--- config.mk ---
export PLATFORM = sky130hd
export DESIGN_NAME = id_queue_rw_flat
export DESIGN_NICKNAME = d
export VERILOG_FILES = /design/src/rtl/id_queue_rw_if.sv /design/src/rtl/id_queue_rw.sv /design/src/flat_wrapper.sv
export SDC_FILE = /design/constraint.sdc
export NUM_CORES = 1
export LEC_CHECK = 0
export ABC_AREA = 1
export CAP_MARGIN = 10
export CORE_AREA = 2 2 300 302
export DETAILED_ROUTE_END_ITERATION = 7
export DIE_AREA = 0 0 302 304
export SYNTH_ARGS = -nofsm -noshare
export SYNTH_HDL_FRONTEND = slang
export SYNTH_SLANG_ARGS = --single-unit
--- constraint.sdc ---
create_clock -name clk_i -period 19.8 [get_ports clk_i]
set_clock_uncertainty 0.2 [all_clocks]
set_input_delay 5.94 -clock clk_i [delete_from_list [all_inputs] [get_ports clk_i]]
set_output_delay 5.94 -clock clk_i [all_outputs]
set_load 0.05 [all_outputs]
--- src/rtl/id_queue_rw_if.sv ---
// id_queue_rw_if: bundle of push, lookup/pop, count-query and status signals
// for the ID-ordered queue.
//   push side   : inp_id_i, inp_data_i, inp_valid_i -> inp_ready_o
//   lookup side : oup_id_i, oup_req_i, oup_pop_i -> oup_data_o,
//                 oup_data_valid_o, oup_gnt_o
//   count query : cnt_id_i -> cnt_o
//   status      : usage_o, empty_o, full_o
// The slave modport is used by the queue; the master modport by its user.
interface id_queue_rw_if #(
  parameter int unsigned ID_WIDTH   = 4,
  parameter int unsigned DATA_WIDTH = 32,
  parameter int unsigned CNT_WIDTH  = 4
);
  logic [ID_WIDTH-1:0]   inp_id_i;
  logic [DATA_WIDTH-1:0] inp_data_i;
  logic                  inp_valid_i;
  logic                  inp_ready_o;
  logic [ID_WIDTH-1:0]   oup_id_i;
  logic                  oup_req_i;
  logic                  oup_pop_i;
  logic [DATA_WIDTH-1:0] oup_data_o;
  logic                  oup_data_valid_o;
  logic                  oup_gnt_o;
  logic [ID_WIDTH-1:0]   cnt_id_i;
  logic [CNT_WIDTH-1:0]  cnt_o;
  logic [CNT_WIDTH-1:0]  usage_o;
  logic                  empty_o;
  logic                  full_o;

  modport slave (
    input  inp_id_i, inp_data_i, inp_valid_i, oup_id_i, oup_req_i, oup_pop_i, cnt_id_i,
    output inp_ready_o, oup_data_o, oup_data_valid_o, oup_gnt_o, cnt_o, usage_o, empty_o, full_o
  );

  modport master (
    output inp_id_i, inp_data_i, inp_valid_i, oup_id_i, oup_req_i, oup_pop_i, cnt_id_i,
    input  inp_ready_o, oup_data_o, oup_data_valid_o, oup_gnt_o, cnt_o, usage_o, empty_o, full_o
  );
endinterface

--- src/rtl/id_queue_rw.sv ---
// id_queue_rw: ID-ordered queue with one push and one lookup/pop per cycle.
// Elements sharing an ID leave in FIFO order; different IDs are independent.
// Storage is a head/tail table (one entry per live ID) plus a linked data
// table. Lookups are combinational; all updates land on the next clock edge.
// Ports:
//   clk_i   : clock
//   rst_i   : synchronous active-high reset, empties the queue
//   flush_i : synchronous flush, empties the queue, overrides push/pop
//   bus     : id_queue_rw_if.slave (push, lookup/pop, count query, status)
module id_queue_rw #(
  parameter int unsigned ID_WIDTH   = 4,
  parameter int unsigned CAPACITY   = 8,
  parameter int unsigned DATA_WIDTH = 32,
  parameter int unsigned MAX_PER_ID = CAPACITY,
  parameter int unsigned CNT_WIDTH  = $clog2(CAPACITY + 1)
) (
  input  logic         clk_i,
  input  logic         rst_i,
  input  logic         flush_i,
  id_queue_rw_if.slave bus
);
  localparam int unsigned HT     = ((1 << ID_WIDTH) < CAPACITY) ? (1 << ID_WIDTH) : CAPACITY;
  localparam int unsigned DIDX_W = (CAPACITY > 1) ? $clog2(CAPACITY) : 1;
  localparam int unsigned HIDX_W = (HT > 1) ? $clog2(HT) : 1;

  typedef struct packed {
    logic                  used;
    logic [ID_WIDTH-1:0]   id;
    logic [DIDX_W-1:0]     head;
    logic [DIDX_W-1:0]     tail;
    logic [CNT_WIDTH-1:0]  count;
  } ht_t;

  typedef struct packed {
    logic                  used;
    logic [DIDX_W-1:0]     next;
    logic [DATA_WIDTH-1:0] data;
  } dt_t;

  ht_t                  ht_q [HT];
  ht_t                  ht_d [HT];
  dt_t                  dt_q [CAPACITY];
  dt_t                  dt_d [CAPACITY];
  logic [CNT_WIDTH-1:0] usage_q, usage_d;

  logic [HT-1:0]       oup_match, inp_match, cnt_match, ht_free;
  logic [CAPACITY-1:0] dt_free;

  for (genvar gi = 0; gi < HT; gi++) begin : g_ht
    assign oup_match[gi] = ht_q[gi].used && (ht_q[gi].id == bus.oup_id_i);
    assign inp_match[gi] = ht_q[gi].used && (ht_q[gi].id == bus.inp_id_i);
    assign cnt_match[gi] = ht_q[gi].used && (ht_q[gi].id == bus.cnt_id_i);
    assign ht_free[gi]   = !ht_q[gi].used;
  end

  for (genvar gi = 0; gi < CAPACITY; gi++) begin : g_dt
    assign dt_free[gi] = !dt_q[gi].used;
  end

  logic                 oup_hit, inp_hit;
  logic [HIDX_W-1:0]    oup_idx, inp_idx, free_ht_idx;
  logic [DIDX_W-1:0]    free_dt_idx;
  logic [CNT_WIDTH-1:0] inp_cnt, cnt_val;

  // An ID owns at most one table entry, so the match encoders never see
  // more than one bit set; the descending loops leave the lowest free index.
  always_comb begin
    oup_idx     = '0;
    inp_idx     = '0;
    free_ht_idx = '0;
    free_dt_idx = '0;
    cnt_val     = '0;
    for (int i = HT - 1; i >= 0; i--) begin
      if (oup_match[i]) oup_idx = HIDX_W'(i);
      if (inp_match[i]) inp_idx = HIDX_W'(i);
      if (ht_free[i])   free_ht_idx = HIDX_W'(i);
      if (cnt_match[i]) cnt_val = ht_q[i].count;
    end
    for (int i = CAPACITY - 1; i >= 0; i--) begin
      if (dt_free[i]) free_dt_idx = DIDX_W'(i);
    end
    oup_hit = |oup_match;
    inp_hit = |inp_match;
    inp_cnt = inp_hit ? ht_q[inp_idx].count : '0;
  end

  logic full, empty, inp_ready, gnt, do_push, do_pop, same_id;
  logic [DIDX_W-1:0] pop_head;

  assign full      = (usage_q == CNT_WIDTH'(CAPACITY));
  assign empty     = (usage_q == '0);
  // Ready depends only on pre-edge state: a slot freed by a same-cycle pop
  // is not offered to the push until the following cycle.
  assign inp_ready = !rst_i && !flush_i && !full && (inp_cnt < CNT_WIDTH'(MAX_PER_ID));
  assign gnt       = bus.oup_req_i && !rst_i && !flush_i;
  assign do_push   = bus.inp_valid_i && inp_ready;
  assign do_pop    = gnt && bus.oup_pop_i && oup_hit;
  assign same_id   = do_pop && inp_hit && (inp_idx == oup_idx);
  assign pop_head  = ht_q[oup_idx].head;

  assign bus.inp_ready_o      = inp_ready;
  assign bus.oup_gnt_o        = gnt;
  assign bus.oup_data_valid_o = oup_hit && !rst_i;
  assign bus.oup_data_o       = dt_q[pop_head].data;
  assign bus.cnt_o            = cnt_val;
  assign bus.usage_o          = usage_q;
  assign bus.empty_o          = empty;
  assign bus.full_o           = full;

  always_comb begin
    ht_d    = ht_q;
    dt_d    = dt_q;
    usage_d = usage_q + CNT_WIDTH'(do_push) - CNT_WIDTH'(do_pop);

    if (do_pop) begin
      dt_d[pop_head].used = 1'b0;
      if (ht_q[oup_idx].count == CNT_WIDTH'(1)) begin
        ht_d[oup_idx].used = 1'b0;
      end else begin
        ht_d[oup_idx].head  = dt_q[pop_head].next;
        ht_d[oup_idx].count = ht_q[oup_idx].count - CNT_WIDTH'(1);
      end
    end

    if (do_push) begin
      dt_d[free_dt_idx].used = 1'b1;
      dt_d[free_dt_idx].next = '0;
      dt_d[free_dt_idx].data = bus.inp_data_i;
      if (!inp_hit) begin
        ht_d[free_ht_idx].used  = 1'b1;
        ht_d[free_ht_idx].id    = bus.inp_id_i;
        ht_d[free_ht_idx].head  = free_dt_idx;
        ht_d[free_ht_idx].tail  = free_dt_idx;
        ht_d[free_ht_idx].count = CNT_WIDTH'(1);
      end else if (same_id && (ht_q[inp_idx].count == CNT_WIDTH'(1))) begin
        // The only element leaves as the new one arrives: keep the entry
        // alive and point it at the new slot instead of freeing it.
        ht_d[inp_idx].used  = 1'b1;
        ht_d[inp_idx].head  = free_dt_idx;
        ht_d[inp_idx].tail  = free_dt_idx;
        ht_d[inp_idx].count = CNT_WIDTH'(1);
      end else begin
        // Count builds on ht_d so a same-ID pop's decrement is cancelled.
        dt_d[ht_q[inp_idx].tail].next = free_dt_idx;
        ht_d[inp_idx].tail            = free_dt_idx;
        ht_d[inp_idx].count           = ht_d[inp_idx].count + CNT_WIDTH'(1);
      end
    end
  end

  always_ff @(posedge clk_i) begin
    if (rst_i || flush_i) begin
      for (int i = 0; i < HT; i++)       ht_q[i] <= '0;
      for (int i = 0; i < CAPACITY; i++) dt_q[i] <= '0;
      usage_q <= '0;
    end else begin
      ht_q    <= ht_d;
      dt_q    <= dt_d;
      usage_q <= usage_d;
    end
  end

  // Consistency checks between the two tables and the occupancy counter.
  int unsigned sum_cnt, free_cnt;
  always_comb begin
    sum_cnt  = 0;
    free_cnt = 0;
    for (int i = 0; i < HT; i++)
      if (ht_q[i].used) sum_cnt = sum_cnt + 32'(ht_q[i].count);
    for (int i = 0; i < CAPACITY; i++)
      if (!dt_q[i].used) free_cnt = free_cnt + 1;
  end

  always_ff @(posedge clk_i) begin
    if (!rst_i) begin
      assert (!(bus.inp_valid_i && do_push && !inp_ready));
      assert (!do_push || (|dt_free));
      assert (!(do_push && !inp_hit) || (|ht_free));
      assert (sum_cnt == 32'(usage_q));
      assert (free_cnt == CAPACITY - 32'(usage_q));
    end
  end
endmodule

--- src/flat_wrapper.sv ---
// flat-port wrapper written by rule: the top's interface ports become plain ports
module id_queue_rw_flat 
#(
  parameter int unsigned ID_WIDTH   = 4,
  parameter int unsigned CAPACITY   = 8,
  parameter int unsigned DATA_WIDTH = 32,
  parameter int unsigned MAX_PER_ID = CAPACITY,
  parameter int unsigned CNT_WIDTH  = $clog2(CAPACITY + 1)
)
  (clk_i, rst_i, flush_i, bus_inp_id_i, bus_inp_data_i, bus_inp_valid_i, bus_oup_id_i, bus_oup_req_i, bus_oup_pop_i, bus_cnt_id_i, bus_inp_ready_o, bus_oup_data_o, bus_oup_data_valid_o, bus_oup_gnt_o, bus_cnt_o, bus_usage_o, bus_empty_o, bus_full_o);
  id_queue_rw_if #(.ID_WIDTH(ID_WIDTH), .DATA_WIDTH(DATA_WIDTH), .CNT_WIDTH(CNT_WIDTH)) bus_i ();
  input  logic clk_i;
  input  logic rst_i;
  input  logic flush_i;
  input wire logic [$bits(bus_i.inp_id_i)-1:0] bus_inp_id_i;
  input wire logic [$bits(bus_i.inp_data_i)-1:0] bus_inp_data_i;
  input wire logic [$bits(bus_i.inp_valid_i)-1:0] bus_inp_valid_i;
  input wire logic [$bits(bus_i.oup_id_i)-1:0] bus_oup_id_i;
  input wire logic [$bits(bus_i.oup_req_i)-1:0] bus_oup_req_i;
  input wire logic [$bits(bus_i.oup_pop_i)-1:0] bus_oup_pop_i;
  input wire logic [$bits(bus_i.cnt_id_i)-1:0] bus_cnt_id_i;
  output wire logic [$bits(bus_i.inp_ready_o)-1:0] bus_inp_ready_o;
  output wire logic [$bits(bus_i.oup_data_o)-1:0] bus_oup_data_o;
  output wire logic [$bits(bus_i.oup_data_valid_o)-1:0] bus_oup_data_valid_o;
  output wire logic [$bits(bus_i.oup_gnt_o)-1:0] bus_oup_gnt_o;
  output wire logic [$bits(bus_i.cnt_o)-1:0] bus_cnt_o;
  output wire logic [$bits(bus_i.usage_o)-1:0] bus_usage_o;
  output wire logic [$bits(bus_i.empty_o)-1:0] bus_empty_o;
  output wire logic [$bits(bus_i.full_o)-1:0] bus_full_o;
  assign bus_i.inp_id_i = bus_inp_id_i;
  assign bus_i.inp_data_i = bus_inp_data_i;
  assign bus_i.inp_valid_i = bus_inp_valid_i;
  assign bus_i.oup_id_i = bus_oup_id_i;
  assign bus_i.oup_req_i = bus_oup_req_i;
  assign bus_i.oup_pop_i = bus_oup_pop_i;
  assign bus_i.cnt_id_i = bus_cnt_id_i;
  assign bus_inp_ready_o = bus_i.inp_ready_o;
  assign bus_oup_data_o = bus_i.oup_data_o;
  assign bus_oup_data_valid_o = bus_i.oup_data_valid_o;
  assign bus_oup_gnt_o = bus_i.oup_gnt_o;
  assign bus_cnt_o = bus_i.cnt_o;
  assign bus_usage_o = bus_i.usage_o;
  assign bus_empty_o = bus_i.empty_o;
  assign bus_full_o = bus_i.full_o;
  id_queue_rw #(.ID_WIDTH(ID_WIDTH), .CAPACITY(CAPACITY), .DATA_WIDTH(DATA_WIDTH), .MAX_PER_ID(MAX_PER_ID), .CNT_WIDTH(CNT_WIDTH)) u_core (.clk_i(clk_i), .rst_i(rst_i), .flush_i(flush_i), .bus(bus_i));
endmodule
After elaboration in Yosys (flattened, before gate mapping)
Cells that the tools add are included.

$add $sub $neg: 4. Magnitude comparators: 13. Eq/ne operators: 28. Mux-type cells: 115. Bitwise gates (word level): 6. Reductions and logical operators: 49.

Operator list (count): 120-bit bitwise mux (14); 288-bit bitwise mux (5); 288-bit 2-to-1 mux (4); 120-bit 2-to-1 mux (5); 15-bit demux with 3-bit select (12); 36-bit demux with 3-bit select (5); 35-bit 2-to-1 mux (4); 15-bit binary-select mux with 3-bit select (3); 36-bit binary-select mux with 3-bit select (1); 4-bit == test (24); 3-bit 2-to-1 mux (32); 36-bit 2-to-1 mux (2); 4-bit 2-to-1 mux (14); 10-bit 2-to-1 mux (5); 15-bit 2-to-1 mux (3); 1-bit logical AND (42); 32-bit 2-to-1 mux (1); 7-bit 2-to-1 mux (4); 4-bit greater-or-equal comparator (second input constant) (6); 4-bit by 1-bit < comparator with 1-bit output (second input constant) (6); 3-bit inverter with 4-bit output (6); 8-bit OR reduction (2); 14-bit 2-to-1 mux (1); 4-bit by 1-bit == test with 1-bit output (second input constant) (2); 10 further kinds (12).

Flip-flop bits (word level): 412. Input port bits: 50. Output and inout bits: 45. Word-level logic and storage cells: 280.

Longest topological paths before layout
Depth in word-level cells: 31. Depth in mapped cells: 39. Mapped depth without buffers: 35.

Worst setup path before layout
Ideal clock, no wire load.

Path type: input -> output. From: input port bus_oup_id_i[1]. To: output port bus_oup_data_o[11]. Data arrival time: 8.802 ns. Data required time: 13.660 ns. Setup slack: 4.858 ns. Stages on the path: 26. Path buffers: 6. Cells stage by stage: buf_4 > inv_2 > nand2_1 > nand2_1 > inv_1 > nand3_1 > nor2_1 > nand2_1 > nand2_1 > nand2_1 > nand2_1 > nand2_1 > nand2_4 > nand2_4 > buf_6 > buf_2 > nand3_1 > o21ai_0 > a221oi_1 > nand2_1 > buf_2 > buf_2 > clkbuf_1 > a21oi_1 > o21ai_0 > nand4_1.

Cells in the longest elaborated chain, start to end: 18. Elaborated cells between the ends (all ways): 32. Classes of those cells: eq/ne (8); mux (14); bitwise (2); reduce/logical (8).

Ends and longest elaborated chain: start, declared (RTL line flat_wrapper.sv:18) `input wire logic [$bits(bus_i.oup_id_i)-1:0] bus_oup_id_i;`; 4-bit == test (RTL line id_queue_rw.sv:50) `assign oup_match[gi] = ht_q[gi].used && (ht_q[gi].id == bus.oup_id_i);`; 1-bit logical AND (RTL line id_queue_rw.sv:50); 3-bit 2-to-1 mux (7 in series) (RTL line id_queue_rw.sv:74) `if (oup_match[i]) oup_idx = HIDX_W'(i);`; 3-bit 2-to-1 mux * (RTL line id_queue_rw.sv:74); 3-bit inverter with 4-bit output (implied by the code) * (RTL line id_queue_rw.sv:99) `assign pop_head = ht_q[oup_idx].head;`; 15-bit binary-select mux with 3-bit select * (RTL line id_queue_rw.sv:99); 10-bit 2-to-1 mux * (2 in series); 3-bit inverter with 4-bit output (implied by the code) * (RTL line id_queue_rw.sv:104) `assign bus.oup_data_o = dt_q[pop_head].data;`; 36-bit binary-select mux with 3-bit select * (RTL line id_queue_rw.sv:104); 35-bit 2-to-1 mux (implied by the code) * (RTL line id_queue_rw.sv:104); 35-bit 2-to-1 mux *; end, declared (RTL line flat_wrapper.sv:23) `output wire logic [$bits(bus_i.oup_data_o)-1:0] bus_oup_data_o;`.

Mark *: on every way between the ends. The rest lies on a longest branch, timed or not. The select of a mux whose other input is x is not followed.

Worst setup path after layout
From: input port bus_oup_id_i[1]. To: output port bus_oup_data_o[23].

Same word-level chain as after synthesis.

==> results.toml <==
[setup_path]
cp_top_family = "buffers and inverters"
start_kind = "primary input"
required_ns = 13.66
arrival_ns = 11.75
cp_max_fo = 108
slowest_stage = "clkdlybuf4s50_1"
crit_buf_inv = 7
worstSetupPathType = "in -> out"
cp-end-kind = "primary output"
r2r_setup_slack_ns = 13.41
cpMostUsedCell = "nand2_1"
crit_path_cell_trace = "clkdlybuf4s50_1 -> inv_2 -> nand2_1 -> nand2_1 -> nor2_1 -> nand3_1 -> nand2_1 -> nand2_1 -> nand2_1 -> nand2_1 -> nand2_1 -> nand2_4 -> nand2_4 -> inv_2 -> nand2_1 -> inv_1 -> a221oi_1 -> nand2_4 -> inv_2 -> buf_4 -> a21oi_1 -> o21ai_0 -> nand4_1 -> clkdlybuf4s50_1"
slowest_delay_ns = 0.76

[place]
dp_slack_ns = 1.98
gp_congestion = 0.955
dp.cells = 4399
placed_cell_area_sq_mm = 0.0238
io_buffers = 94
hpwlAfterDp_microns = 53100

[sta]
setup_tns_ns = 0
setup_viol = 0
worst_pin_slew_ns = 1.16
finalHoldViolations = 0
relSlewSlack = 0.228
holdWs_ns = 0.250
fin_crit_ns = 17.89
maxSlewViolCount = 0
rsz0062_at_grt = "false"
max_freq_ghz = 0.0559
worst_slack_ns = 1.91
period_share = 0.904

[synthesis]
synth_commonest_cells = "nand2_1 (602), a21oi_1 (545), dfxtp_1 (412)"
yosysTopAreaCell = "dfxtp_1"
synth_xor_xnor_area_share = 0.00830
synth_cell_types = 56
synth_fa_ha_area_frac = 0.00603
netlist_instances = 3302
ys.flop_type = "dfxtp_1"
ys_async_sr_fraction = 0
syn_area_sq_mm = 0.0220
synth_area_leaders = "dfxtp_1 (37%), a21oi_1 (12%), nand2_1 (10%), o21ai_0 (9.3%), nand3_1 (6.9%)"
syn_area_per_cell_sq_um = 6.67
synth_top_cell_area_share = 0.375
synth_top_family_by_area = "compound AO/OA/AOI/OAI gates"
ys_warn_count = 0
yosys.area_share.simple = 0.249
synth_mux_area_frac = 0
syn_nets = 3362
post-synth-top-count-cell = "nand2_1"
synth_edf_count = 0
ys_ff_latch = 412
synth_compound_area_frac = 0.256
ys_seq_area_frac = 0.375

[clock_tree]
numCtsBuffers = 51
h-tree-depth = 2
post_cts_buffers = 0
cts_tree = "yes"
clk_latency_ns = 0.64
cts_resized = 0
numClockSinks = 412
cts.path.max_buffers = 3
clkTransAtPathRegs_ns = 0.05
cts_hold_buf = 0
cts_root_buf = "clkbuf_16"

[routing]
drt_pass1_iterations = 8
postRouteAntennaNets = 0
via_count = 22700
vias_per_cell = 5.06
drtIter0Drc = 2354
drcViolationCount = 7
route.met3.wl_microns = 6690
drt_wl_total_microns = 83000
top_layer = "met5"
post_drt_wl_per_cell_microns = 18.5
wl_met2_microns = 36500
drt-met1-wl_microns = 36900

[final_layout]
areaGrowthSynthToFinish_pct = 15.8
drive_above_1_share = 0.0658
finalInstanceArea_sq_mm = 0.0255
nNetsFinal = 3336
instances_no_fill = 4491
n_antenna_cell = 0

[power_and_ir_drop]
p_leak_nw = 8.83
p_per_area_mw_per_mm2 = 73.7
switchingPower_mw = 0.471
netSwitchingFraction = 0.250
clkPwrFrac = 0.504
power.internal_mw = 1.41
power_frac_comb = 0.052
peakVddDrop_uv = 64.8
share_seq_of_total_power = 0.444

[run]
max-cap-violations = 0

[die]
rows = 110
dieArea_sq_mm = 0.0918
core_sq_mm = 0.0890
die_w_microns = 302
die_h_microns = 304
io_pins = 95
start_util = 0.247

[grt]
grt_util_all_layers = 0.175
grt_pass1_vias = 20600
antenna_found_initial = 3
grt_pass1_wl_microns = 127000
gr-total-overflow = 0
grt_max_degree = 113

[status]
run_status = "complete, but fails checks"
violations = "design-rule violations"

[hold_path]
hold_class = "reg -> reg"
==> per-layer routing <==
metal | GRT usage | vias to the layer above
li1 | - | 11100
met1 | 0.241 | 10500
met2 | 0.270 | 938
met3 | 0.0348 | 167
met4 | 0.0637 | 4
met5 | 0 | -
==> layout make-up <==
class	count	area, sq um
Multi-Input combinational cell	2317	11500
Tap cell	1176	1470
Sequential cell	412	8250
Fill cell	9824	63600
Clock buffer	74	1440
Timing Repair Buffer	123	1160
Clock inverter	18	255
Inverter	371	1410
==> cells in the final DEF, fill, tap and decap left out, types with 4 or more instances in the layout <==
cell type        count
nand4_1             73
nor2_1             147
nand2_4              8
a31oi_1              9
nor2_2              18
clkinv_1             7
a211oi_1             9
clkbuf_16           51
ha_1                 9
dfxtp_1            412
a221oi_1            11
nand3_2              5
o2111ai_1            6
buf_4               29
a21oi_1            545
o22ai_1             35
clkinv_2             7
o21ai_0            411
nand3_1            304
nor3_1              13
inv_2               21
clkbuf_1            15
clkdlybuf4s50_1     94
nor3_2               6
nand2_1            594
inv_1              338
xnor2_1             16
or2_2                6
nor2_4              10
inv_6                4
clkbuf_8             8
o211ai_1            21
o21ai_1             10
o21ai_2              4
nand2_2             19
==> registers in the layout, indices dropped and copies added, names as in the netlist <==
register,cells
u_core.bus.usage_o,4
u_core.ht_q,120
u_core.dt_q,288
==> worst min-delay path: stages (launching register included) <==
cell     delay, ns
dfxtp_1       0.29
inv_1         0.06
a21oi_1       0.05
==> final timing paths <==
path,cells past startpoint,endpoint,startpoint
hold reg to reg,2,u_core.ht_q[36]$_SDFFE_PP0P_,u_core.ht_q[36]$_SDFFE_PP0P_
hold / removal,2,u_core.ht_q[36]$_SDFFE_PP0P_,u_core.ht_q[36]$_SDFFE_PP0P_
setup reg to reg,27,u_core.bus.usage_o[2]$_SDFF_PP0_,u_core.ht_q[25]$_SDFFE_PP0P_
setup / recovery,24,bus_oup_data_o[23],bus_oup_id_i[1]
==> through the flow <==
step,utilization,power [mW]
3_5_place_dp,0.267,0.950
3_3_place_gp,0.267,0.950
4_1_cts,0.286,1.90
6_report,0.286,1.88
2_1_floorplan,-,0.909
5_1_grt,0.286,1.94
==> kinds of logic (layout without fill, tap and decap cells) <==
group,Yosys count,in the layout
and+or+nand+nor,1213,1213
AOI/OAI and AO/OA,1074,1074
buffers and inverters,573,586
DFF,412,412
xor gates and xnor gates,20,20
adders and majority gates,10,10
==> power groups by stage <==
stage	clock network [mW]	logic [mW]	registers [mW]
after CTS	0.969	0.0981	0.834
after floorplan	0	0.0571	0.852
after global placement	0	0.0977	0.852
after detailed placement	0	0.0978	0.852
final	0.947	0.0986	0.834
after global routing	1.00	0.107	0.834
(Power assumes the default switching activity.)
